### config.mk
export PLATFORM = sky130hd
export DESIGN_NAME = serial_adder_flat
export DESIGN_NICKNAME = d
export VERILOG_FILES = /design/src/rtl/serial_adder_if.sv /design/src/rtl/serial_adder.sv /design/src/flat_wrapper.sv
export SDC_FILE = /design/constraint.sdc
export NUM_CORES = 1
export LEC_CHECK = 0
export CORE_MARGIN = 4
export CORE_UTILIZATION = 55
export CTS_CLUSTER_DIAMETER = 80
export DETAILED_ROUTE_END_ITERATION = 16
export DONT_BUFFER_PORTS = 1
export GPL_TIMING_DRIVEN = 1
export PLACE_DENSITY = 0.72
export SETUP_SLACK_MARGIN = 0.05
export SYNTH_ARGS = -nofsm -noshare
export SYNTH_HDL_FRONTEND = slang
export SYNTH_SLANG_ARGS = --single-unit
export TNS_END_PERCENT = 50
### constraint.sdc
create_clock -name clk -period 3.8 [get_ports clk]
set_input_delay 0.95 -clock clk [delete_from_list [all_inputs] [get_ports clk]]
set_output_delay 0.95 -clock clk [all_outputs]
set_load 0.005 [all_outputs]
### src/rtl/serial_adder_if.sv
// serial_adder_if: start/done handshake and operand/result bus
// of the digit-serial adder.
interface serial_adder_if #(
    parameter int WIDTH = 8
);
    logic             start;
    logic             sub;
    logic [WIDTH-1:0] a;
    logic [WIDTH-1:0] b;
    logic             cin;
    logic             ready;
    logic             done;
    logic [WIDTH-1:0] s;
    logic             cout;
    logic             ovf;

    modport master (
        output start, sub, a, b, cin,
        input  ready, done, s, cout, ovf
    );

    modport slave (
        input  start, sub, a, b, cin,
        output ready, done, s, cout, ovf
    );
endinterface

### src/rtl/serial_adder.sv
// serial_adder: digit-serial add/subtract, least-significant digit
// first, one DIGIT-wide slice plus a carry register, start/done handshake.
module serial_adder #(
    parameter int WIDTH = 8,
    parameter int DIGIT = 1
) (
    input logic           clk,
    input logic           rst_n,
    serial_adder_if.slave bus_if
);
    localparam int N  = WIDTH / DIGIT;
    localparam int CW = (N > 1) ? $clog2(N) : 1;
    localparam logic [CW-1:0] LAST = CW'(N - 1);

    typedef enum logic {
        IDLE,
        RUN
    } state_e;

    state_e           state_q, state_d;
    logic [WIDTH-1:0] a_q, a_d;
    logic [WIDTH-1:0] b_q, b_d;
    logic [WIDTH-1:0] s_q, s_d;
    logic [CW-1:0]    cnt_q, cnt_d;
    logic             carry_q, carry_d;
    logic             cout_q, cout_d;
    logic             ovf_q, ovf_d;
    logic             done_q, done_d;
    logic [DIGIT:0]   sum;
    logic             c_msb;

    // Operands shift right each digit, so the slice always reads bit 0.
    assign sum = {1'b0, a_q[DIGIT-1:0]}
               + {1'b0, b_q[DIGIT-1:0]}
               + {{DIGIT{1'b0}}, carry_q};

    // Carry into the slice's top bit, recovered from that bit's sum.
    assign c_msb = a_q[DIGIT-1] ^ b_q[DIGIT-1] ^ sum[DIGIT-1];

    always_comb begin
        state_d = state_q;
        a_d     = a_q;
        b_d     = b_q;
        s_d     = s_q;
        cnt_d   = cnt_q;
        carry_d = carry_q;
        cout_d  = cout_q;
        ovf_d   = ovf_q;
        done_d  = 1'b0;
        unique case (state_q)
            IDLE: begin
                if (bus_if.start) begin
                    a_d     = bus_if.a;
                    b_d     = bus_if.sub ? ~bus_if.b : bus_if.b;
                    carry_d = bus_if.sub | bus_if.cin;
                    cnt_d   = '0;
                    state_d = RUN;
                end
            end
            RUN: begin
                a_d     = a_q >> DIGIT;
                b_d     = b_q >> DIGIT;
                carry_d = sum[DIGIT];
                cnt_d   = cnt_q + CW'(1);
                for (int i = 0; i < N; i++) begin
                    if (cnt_q == CW'(i)) begin
                        s_d[i*DIGIT +: DIGIT] = sum[DIGIT-1:0];
                    end
                end
                if (cnt_q == LAST) begin
                    cout_d  = sum[DIGIT];
                    ovf_d   = c_msb ^ sum[DIGIT];
                    done_d  = 1'b1;
                    cnt_d   = '0;
                    state_d = IDLE;
                end
            end
            default: state_d = IDLE;
        endcase
    end

    always_ff @(posedge clk) begin
        if (!rst_n) begin
            state_q <= IDLE;
            a_q     <= '0;
            b_q     <= '0;
            s_q     <= '0;
            cnt_q   <= '0;
            carry_q <= 1'b0;
            cout_q  <= 1'b0;
            ovf_q   <= 1'b0;
            done_q  <= 1'b0;
        end else begin
            state_q <= state_d;
            a_q     <= a_d;
            b_q     <= b_d;
            s_q     <= s_d;
            cnt_q   <= cnt_d;
            carry_q <= carry_d;
            cout_q  <= cout_d;
            ovf_q   <= ovf_d;
            done_q  <= done_d;
        end
    end

    assign bus_if.ready = (state_q == IDLE);
    assign bus_if.done  = done_q;
    assign bus_if.s     = s_q;
    assign bus_if.cout  = cout_q;
    assign bus_if.ovf   = ovf_q;
endmodule

### src/flat_wrapper.sv
// flat-port wrapper written by rule: the top's interface ports become plain ports
module serial_adder_flat 
#(
    parameter int WIDTH = 8,
    parameter int DIGIT = 1
)
  (clk, rst_n, bus_if_start, bus_if_sub, bus_if_a, bus_if_b, bus_if_cin, bus_if_ready, bus_if_done, bus_if_s, bus_if_cout, bus_if_ovf);
  serial_adder_if #(.WIDTH(WIDTH)) bus_if_i ();
  input logic clk;
  input logic rst_n;
  input wire logic [$bits(bus_if_i.start)-1:0] bus_if_start;
  input wire logic [$bits(bus_if_i.sub)-1:0] bus_if_sub;
  input wire logic [$bits(bus_if_i.a)-1:0] bus_if_a;
  input wire logic [$bits(bus_if_i.b)-1:0] bus_if_b;
  input wire logic [$bits(bus_if_i.cin)-1:0] bus_if_cin;
  output wire logic [$bits(bus_if_i.ready)-1:0] bus_if_ready;
  output wire logic [$bits(bus_if_i.done)-1:0] bus_if_done;
  output wire logic [$bits(bus_if_i.s)-1:0] bus_if_s;
  output wire logic [$bits(bus_if_i.cout)-1:0] bus_if_cout;
  output wire logic [$bits(bus_if_i.ovf)-1:0] bus_if_ovf;
  assign bus_if_i.start = bus_if_start;
  assign bus_if_i.sub = bus_if_sub;
  assign bus_if_i.a = bus_if_a;
  assign bus_if_i.b = bus_if_b;
  assign bus_if_i.cin = bus_if_cin;
  assign bus_if_ready = bus_if_i.ready;
  assign bus_if_done = bus_if_i.done;
  assign bus_if_s = bus_if_i.s;
  assign bus_if_cout = bus_if_i.cout;
  assign bus_if_ovf = bus_if_i.ovf;
  serial_adder #(.WIDTH(WIDTH), .DIGIT(DIGIT)) u_core (.clk(clk), .rst_n(rst_n), .bus_if(bus_if_i));
endmodule
Word level (Yosys, flattened, before mapping)
Cells that the tools add are included.

operators by class
  equal/unequal tests = 8
  add/sub/neg operators = 3
  bitwise operators = 6
  reduce and logical (&&, ||, !) cells = 10
  muxes and demuxes = 14

operators by type and width
  cell                                           count
  case mux 8 bit (2 select lines)                2
  2-to-1 mux 8 bit                               3
  AND reduction 2 bit                            9
  == test 3 bit, second input constant           4
  NOT 8 bit                                      1
  == test 3 x 2 -> 1 bit, second input constant  2
  2-to-1 mux 3 bit                               2
  case mux 3 bit (2 select lines)                1
  2-to-1 mux 1 bit                               4
  case mux 1 bit (2 select lines)                2
  adder 3 x 1 -> 3 bit, second input constant    1
  == test 3 x 1 -> 1 bit, second input constant  1
  zero test 3 bit                                1
  XOR 1 bit                                      3
  adder 1 x 1 -> 2 bit                           1
  adder 2 x 1 -> 2 bit                           1
  inequality test 2 bit, second input constant   1
  NOT 1 bit                                      1
  bitwise OR 1 bit                               1

word-level totals
  input bits = 21
  register bits after elaboration = 32
  logic and storage cells = 57

Depth between registers and ports, before layout
Gate-level depths: netlist of the first run.

  depth after elaboration = 4
  gate-level depth with buffers = 5
  mapped depth without buffers = 5

Worst setup path after synthesis of the first run
Ideal clock, no wire load.

  path kind = register -> output
  from = reg u_core.state_q
  to = out bus_if_ready
  cell stages (with the launch flop) = 4
  buffers on the path = 2
  setup slack = 2,173 ps
  arrival = 677 ps
  required time = 2,850 ps
  path through = dfxtp_1 buf_6 inv_2 buf_4

between the ends
  cells in the longest elaborated chain, start to end = 1

RTL lines
  item                      line                 source
  start: declaration        serial_adder.sv:20   state_e state_q, state_d;
  start signal: assignment  serial_adder.sv:94   state_q <= state_d;
  NOT 1 bit                 serial_adder.sv:106  assign bus_if.ready = (state_q == IDLE);
  end: declaration          flat_wrapper.sv:16   output wire logic [$bits(bus_if_i.ready)-1:0] bus_if_ready;

Every way passes these cells.

Worst setup path after layout of the first run
Ends and elaborated chain as after synthesis.

==> results of run 1 <==
[routing by layer]
layer | track usage, % | up-vias | routed length (um)
met2 | 26.0 | 26 | 1280
met1 | 17.5 | 478 | 1170
met4 | 7.86 | 0 | 55
met5 | 0 | - | 0
li1 | - | 548 | -
met3 | 7.03 | 5 | 175
[layout make-up]
class | instances | area share [%]
multi-input cells | 115 | 52.0
clock buffers | 7 | 3.94
well taps | 31 | 2.35
flip-flops and latches | 32 | 38.8
inverters | 5 | 1.14
clock inverters | 1 | 1.82
[sequential cells by signal, indices dropped and copies added, names as in the netlist]
register	flops
u_core.bus_if.cout	1
u_core.bus_if.s	8
u_core.carry_q	1
u_core.state_q	1
u_core.cnt_q	3
u_core.bus_if.done	1
u_core.bus_if.ovf	1
u_core.b_q	8
u_core.a_q	8
[placed cells by master, fill, tap and decap left out, drive strengths merged]
| cell | netlist | final |
|---|---|---|
| a211oi | 1 | 1 |
| nand3 | 11 | 11 |
| o21ai | 9 | 9 |
| nand2 | 16 | 16 |
| a31oi | 2 | 2 |
| o211a | 7 | 7 |
| fa | 1 | 1 |
| nor3 | 1 | 1 |
| xnor2 | 4 | 4 |
| mux2i | 21 | 21 |
| and3 | 1 | 1 |
| and2 | 2 | 2 |
| nand3b | 3 | 3 |
| xor2 | 7 | 7 |
| nand2b | 2 | 2 |
| nor3b | 2 | 2 |
| bufinv | 0 | 1 |
| clkbuf | 3 | 7 |
| a21boi | 4 | 4 |
| ha | 7 | 7 |
| inv | 5 | 5 |
| o221ai | 1 | 1 |
| o21a | 1 | 1 |
| dfxtp | 32 | 32 |
| a21oi | 1 | 1 |
| nor2b | 8 | 8 |
| nor2 | 3 | 3 |
[path summary, 6_finish.rpt]
kind	start	end	slack [ns]	cells past startpoint
worst max-delay path	u_core.state_q	bus_if_ready	1.34	1
worst min-delay path	u_core.bus_if.cout	u_core.bus_if.cout	0.48	2
worst max register to register	u_core.state_q	u_core.b_q[1]	2.05	3
worst min register to register	u_core.bus_if.cout	u_core.bus_if.cout	0.48	2
[power by group]
group | internal [mW] | switching [mW] | leakage (nW)
Combinational | 0.0425 | 0.0363 | 0.436
Clock | 0.175 | 0.123 | 0.0515
Sequential | 0.355 | 0.0174 | 0.262
[cell families after synthesis]
| group | synth area share, % |
|---|---|
| buffers and inverters | 7.20 |
| adder cells (fa/ha/maj) | 6.66 |
| AO/OA/AOI/OAI | 11.9 |
| multiplexers | 13.0 |
| XOR/XNOR | 5.96 |
| flip-flops | 39.7 |
| AND/OR/NAND/NOR | 15.6 |
==> results_dict.tcl, run 1 <==
set metrics [dict create \
    grt_use_total_pct 16.0 \
    grt_pass1_vias 1099 \
    finalCriticalPeriod_ns 2.46 \
    clock_path_buffers 2 \
    synth_area_mm2 0.00162 \
    root_buffer "clkbuf_4" \
    die_area_mm2 0.00387 \
    fillers 235 \
    drv_cap 0 \
    cp-start-kind "flop" \
    setup_tns_ns 0 \
    viasPerCell 5.53 \
    drtPass1Iterations 4 \
    final.period_utilization_pct 64.7 \
    fin_skew_ns 0.0115 \
    synth_cells 163 \
    synth_common_cells "dfxtp_1 (32), mux2i_1 (21), nand2_1 (16)" \
    clk-insertion-delay-late_ns 0.35 \
    synthTopCellsByArea "dfxtp_1 (40%), mux2i_1 (13%), ha_1 (5.4%)" \
    antenna_found_initial 0 \
    hold_path_class "reg -> reg" \
    fmax_ghz 0.407 \
    dp_hpwl_um 1850 \
    synthesis.nets 192 \
    ys.flop_type "dfxtp_1" \
    worstPathCellList "inv_2" \
    drc 0 \
    finalHoldViolations 0 \
    fp.dieW_um 62.2 \
    clk_pin_slew_ns 0.09 \
    worstSetupPathType "reg -> out" \
    synthArstFlopShare_pct 0 \
    synth_seq_area_share_pct 39.7 \
    cts-resized-gates 0 \
    cp_num_buf_inv 1 \
    num_rows 19 \
    worst-endpoint-arrival_ns 1.51 \
    yosys.area.top_type "dfxtp_1" \
    grt_overflow_total 0 \
    detail_route.wl_per_cell_um 14.0 \
    syn_area_per_cell_um2 9.91 \
    p_leak_nw 0.749 \
    final_cell_area_mm2 0.00165 \
    timing.hold.ws_ns 0.475 \
    dieHeight_um 62.2 \
    setup_viol 0 \
    post-place-ws_ns 1.70 \
    multi_input_area_um2 858 \
    cp_slowest_stage_delay_ns 0.86 \
    setup_ws_ns 1.34 \
    peakVddDrop_v 0.000356 \
    final_cells 191 \
    required_ns 2.85 \
    numCtsBuffers 5 \
    slowest_stage "dfxtp_1" \
    synth-seq-cells 32 \
    gp_congestion 0.753 \
    layout-drive-gt1-share_pct 6.88 \
    cts_tree "done" \
    ys_types 33 \
    wl_um 2680 \
    synth_top_area_share_pct 39.7 \
    numPlacedInstances 183 \
    drtAntennaViolNets 0 \
    h-tree-depth 2 \
    io-pin-count 33 \
    power_density_mw_per_mm2 453 \
    grt_pass1_wl_um 4950 \
    slew_viol_final 0 \
    cts_hold_buffers 0 \
    antenna_cells 0 \
    yosys_warnings 0 \
    core_area_mm2 0.00278 \
    seq_area_um2 641 \
    synth_edf_count 0 \
    area_growth_pct 2.25 \
    drtIter0Drc 38 \
    synth_most_common_cell "dfxtp_1" \
    total_power_uw 748 \
    vias 1057 \
    start_util_pct 58.1 \
    io_buffers 0 \
    nNetsFinal 188 \
    rsz0062_at_grt "no" \
    post-cts-setup-buffers 0 \
    clkSinkCount 32 \
    path_delay_family "flip-flops" \
    critPathCaptureType "primary output" \
    slew-limit-headroom_pct 46.1 \
    grt_max_degree 32 \
    run_status "finished, final reports clean" \
    cp_max_fo 26 \
    dpl_cell_area_mm2 0.00156 \
    final_core_util_pct 59.4 \
    worstMarginPinSlew_ns 0.807 \
]
No activity file was read; power rests on OpenSTA's default activity.
==> inputs of run 2 (changes only) <==
- clock period: 3.8 -> 2.4 ns (I/O delays scaled with it)
==> results_dict.tcl, run 2 (synthesis results as in run 1) <==
set metrics [dict create \
    h-tree-depth 2 \
    io_buffers 0 \
    slew-limit-headroom_pct 75.4 \
    worstMarginPinSlew_ns 0.369 \
    worstPathCellList "fa_1 > xnor2_1 > xnor2_1 > a21oi_1" \
    cp-start-kind "flop" \
    combPwrFrac_pct 13.7 \
    gp_congestion 0.744 \
    mostFrequentLayoutCell "dfxtp_1" \
    hold_path_class "in -> reg" \
    drv_cap 0 \
    cp_max_fo 9 \
    finalHoldViolations 0 \
    numCtsBuffers 5 \
    setup_tns_ns 0 \
    total_power_mw 1.00 \
    dp_hpwl_um 1940 \
    reg2reg_from "u_core.carry_q" \
    seq_power_share_pct 58.0 \
    core_area_mm2 0.00278 \
    die_area_mm2 0.00387 \
    cp_num_buf_inv 0 \
    slew_viol_final 0 \
    fmax_ghz 0.618 \
    num_rows 19 \
    fp.dieW_um 62.2 \
    critPathCaptureType "flop" \
    drtAntennaViolNets 0 \
    peakVddDrop_v 0.000464 \
    clkSinkCount 32 \
    startpoint "u_core.carry_q" \
    cts-resized-gates 0 \
    dieHeight_um 62.2 \
    power_density_mw_per_mm2 622 \
    final.period_utilization_pct 67.5 \
    clk_pin_slew_ns 0.09 \
    layout-drive-gt1-share_pct 6.25 \
    root_buffer "clkbuf_4" \
    start_util_pct 58.1 \
    setup_viol 0 \
    fin_skew_ns 0.00132 \
    grt_use_total_pct 16.2 \
    nNetsFinal 189 \
    required_ns 2.63 \
    viasPerCell 5.64 \
    clock_path_buffers 2 \
    layout_common_cells "dfxtp_1 (32), mux2i_1 (21), nand2_1 (16)" \
    drc 0 \
    path_delay_family "adder cells" \
    finalCriticalPeriod_ns 1.62 \
    crit_top_cell "xnor2_1" \
    grt_pass1_wl_um 5020 \
    switching_share_pct 26.3 \
    cts_tree "done" \
    grt_overflow_total 0 \
    p_int_uw 738 \
    cts_hold_buffers 0 \
    cp_slowest_stage_delay_ns 0.77 \
    slowest_stage "fa_1" \
    antenna_found_initial 0 \
    drtPass1Iterations 4 \
    p_sw_uw 263 \
    worstSetupPathType "reg -> reg" \
    detail_route.wl_per_cell_um 14.5 \
    worstHoldStart "bus_if_start" \
    grt_max_degree 32 \
    p_leak_nw 0.731 \
    clk-insertion-delay-late_ns 0.33 \
    run_status "finished, final reports clean" \
    rsz0062_at_grt "no" \
    vias 1077 \
    io-pin-count 33 \
    grt_pass1_vias 1143 \
    drtIter0Drc 29 \
    antenna_cells 0 \
    area_growth_pct -0.310 \
    post-cts-setup-buffers 0 \
    wl_um 2780 \
    clkPwrFrac_pct 28.3 \
    worst-endpoint-arrival_ns 1.85 \
]
[run 2: changes by cell type in the layout (fill, tap and decap cells not counted), sizes merged]
cell	previous run	this run
clkbuf	7	6
buf	0	1
bufinv	1	0
clkinv	0	1
[run 2: routing by layer]
metal	global-route usage [%]	vias to the layer above	part of all wire (%)
met4	7.32	0	2.0
met5	0	-	0
met1	16.9	499	43
met3	7.57	7	6.7
li1	-	547	-
met2	27.5	24	48
[run 2: stage by stage]
step	area (um^2)	util [%]	hold WS, ns	instances	worst slack (ns)
after floorplan	1620	-	0.439	163	0.976
after global placement	1560	56.2	0.450	184	0.861
after detailed placement	1560	56.2	0.465	184	0.780
after CTS	1610	57.9	0.342	191	0.768
after global routing	1610	57.9	0.324	191	0.720
final	1610	57.9	0.352	191	0.781
[run 2: final timing paths]
kind	to	slack [ns]	cells after the start
max reg2reg	u_core.bus_if.ovf	0.78	4
min reg2reg	u_core.bus_if.cout	0.48	2
max	u_core.bus_if.ovf	0.78	4
min	u_core.b_q[7]	0.35	1
[run 2: power by group through the flow]
stage,Combinational [mW],Clock [mW],Sequential (mW)
after floorplan,0.153,0,0.588
after global placement,0.131,0,0.591
after detailed placement,0.139,0,0.593
after CTS,0.139,0.292,0.581
after global routing,0.152,0.327,0.586
final,0.137,0.283,0.581
[run 2: cell type report]
type                    instances  area (um^2)
clock inverters                 1         5.00
well taps                      31         38.8
inverters                       5         18.8
flip-flops and latches         32          641
multi-input cells             115          858
clock buffers                   6         41.3
repair buffers                  1         7.51
fillers                       255         1170
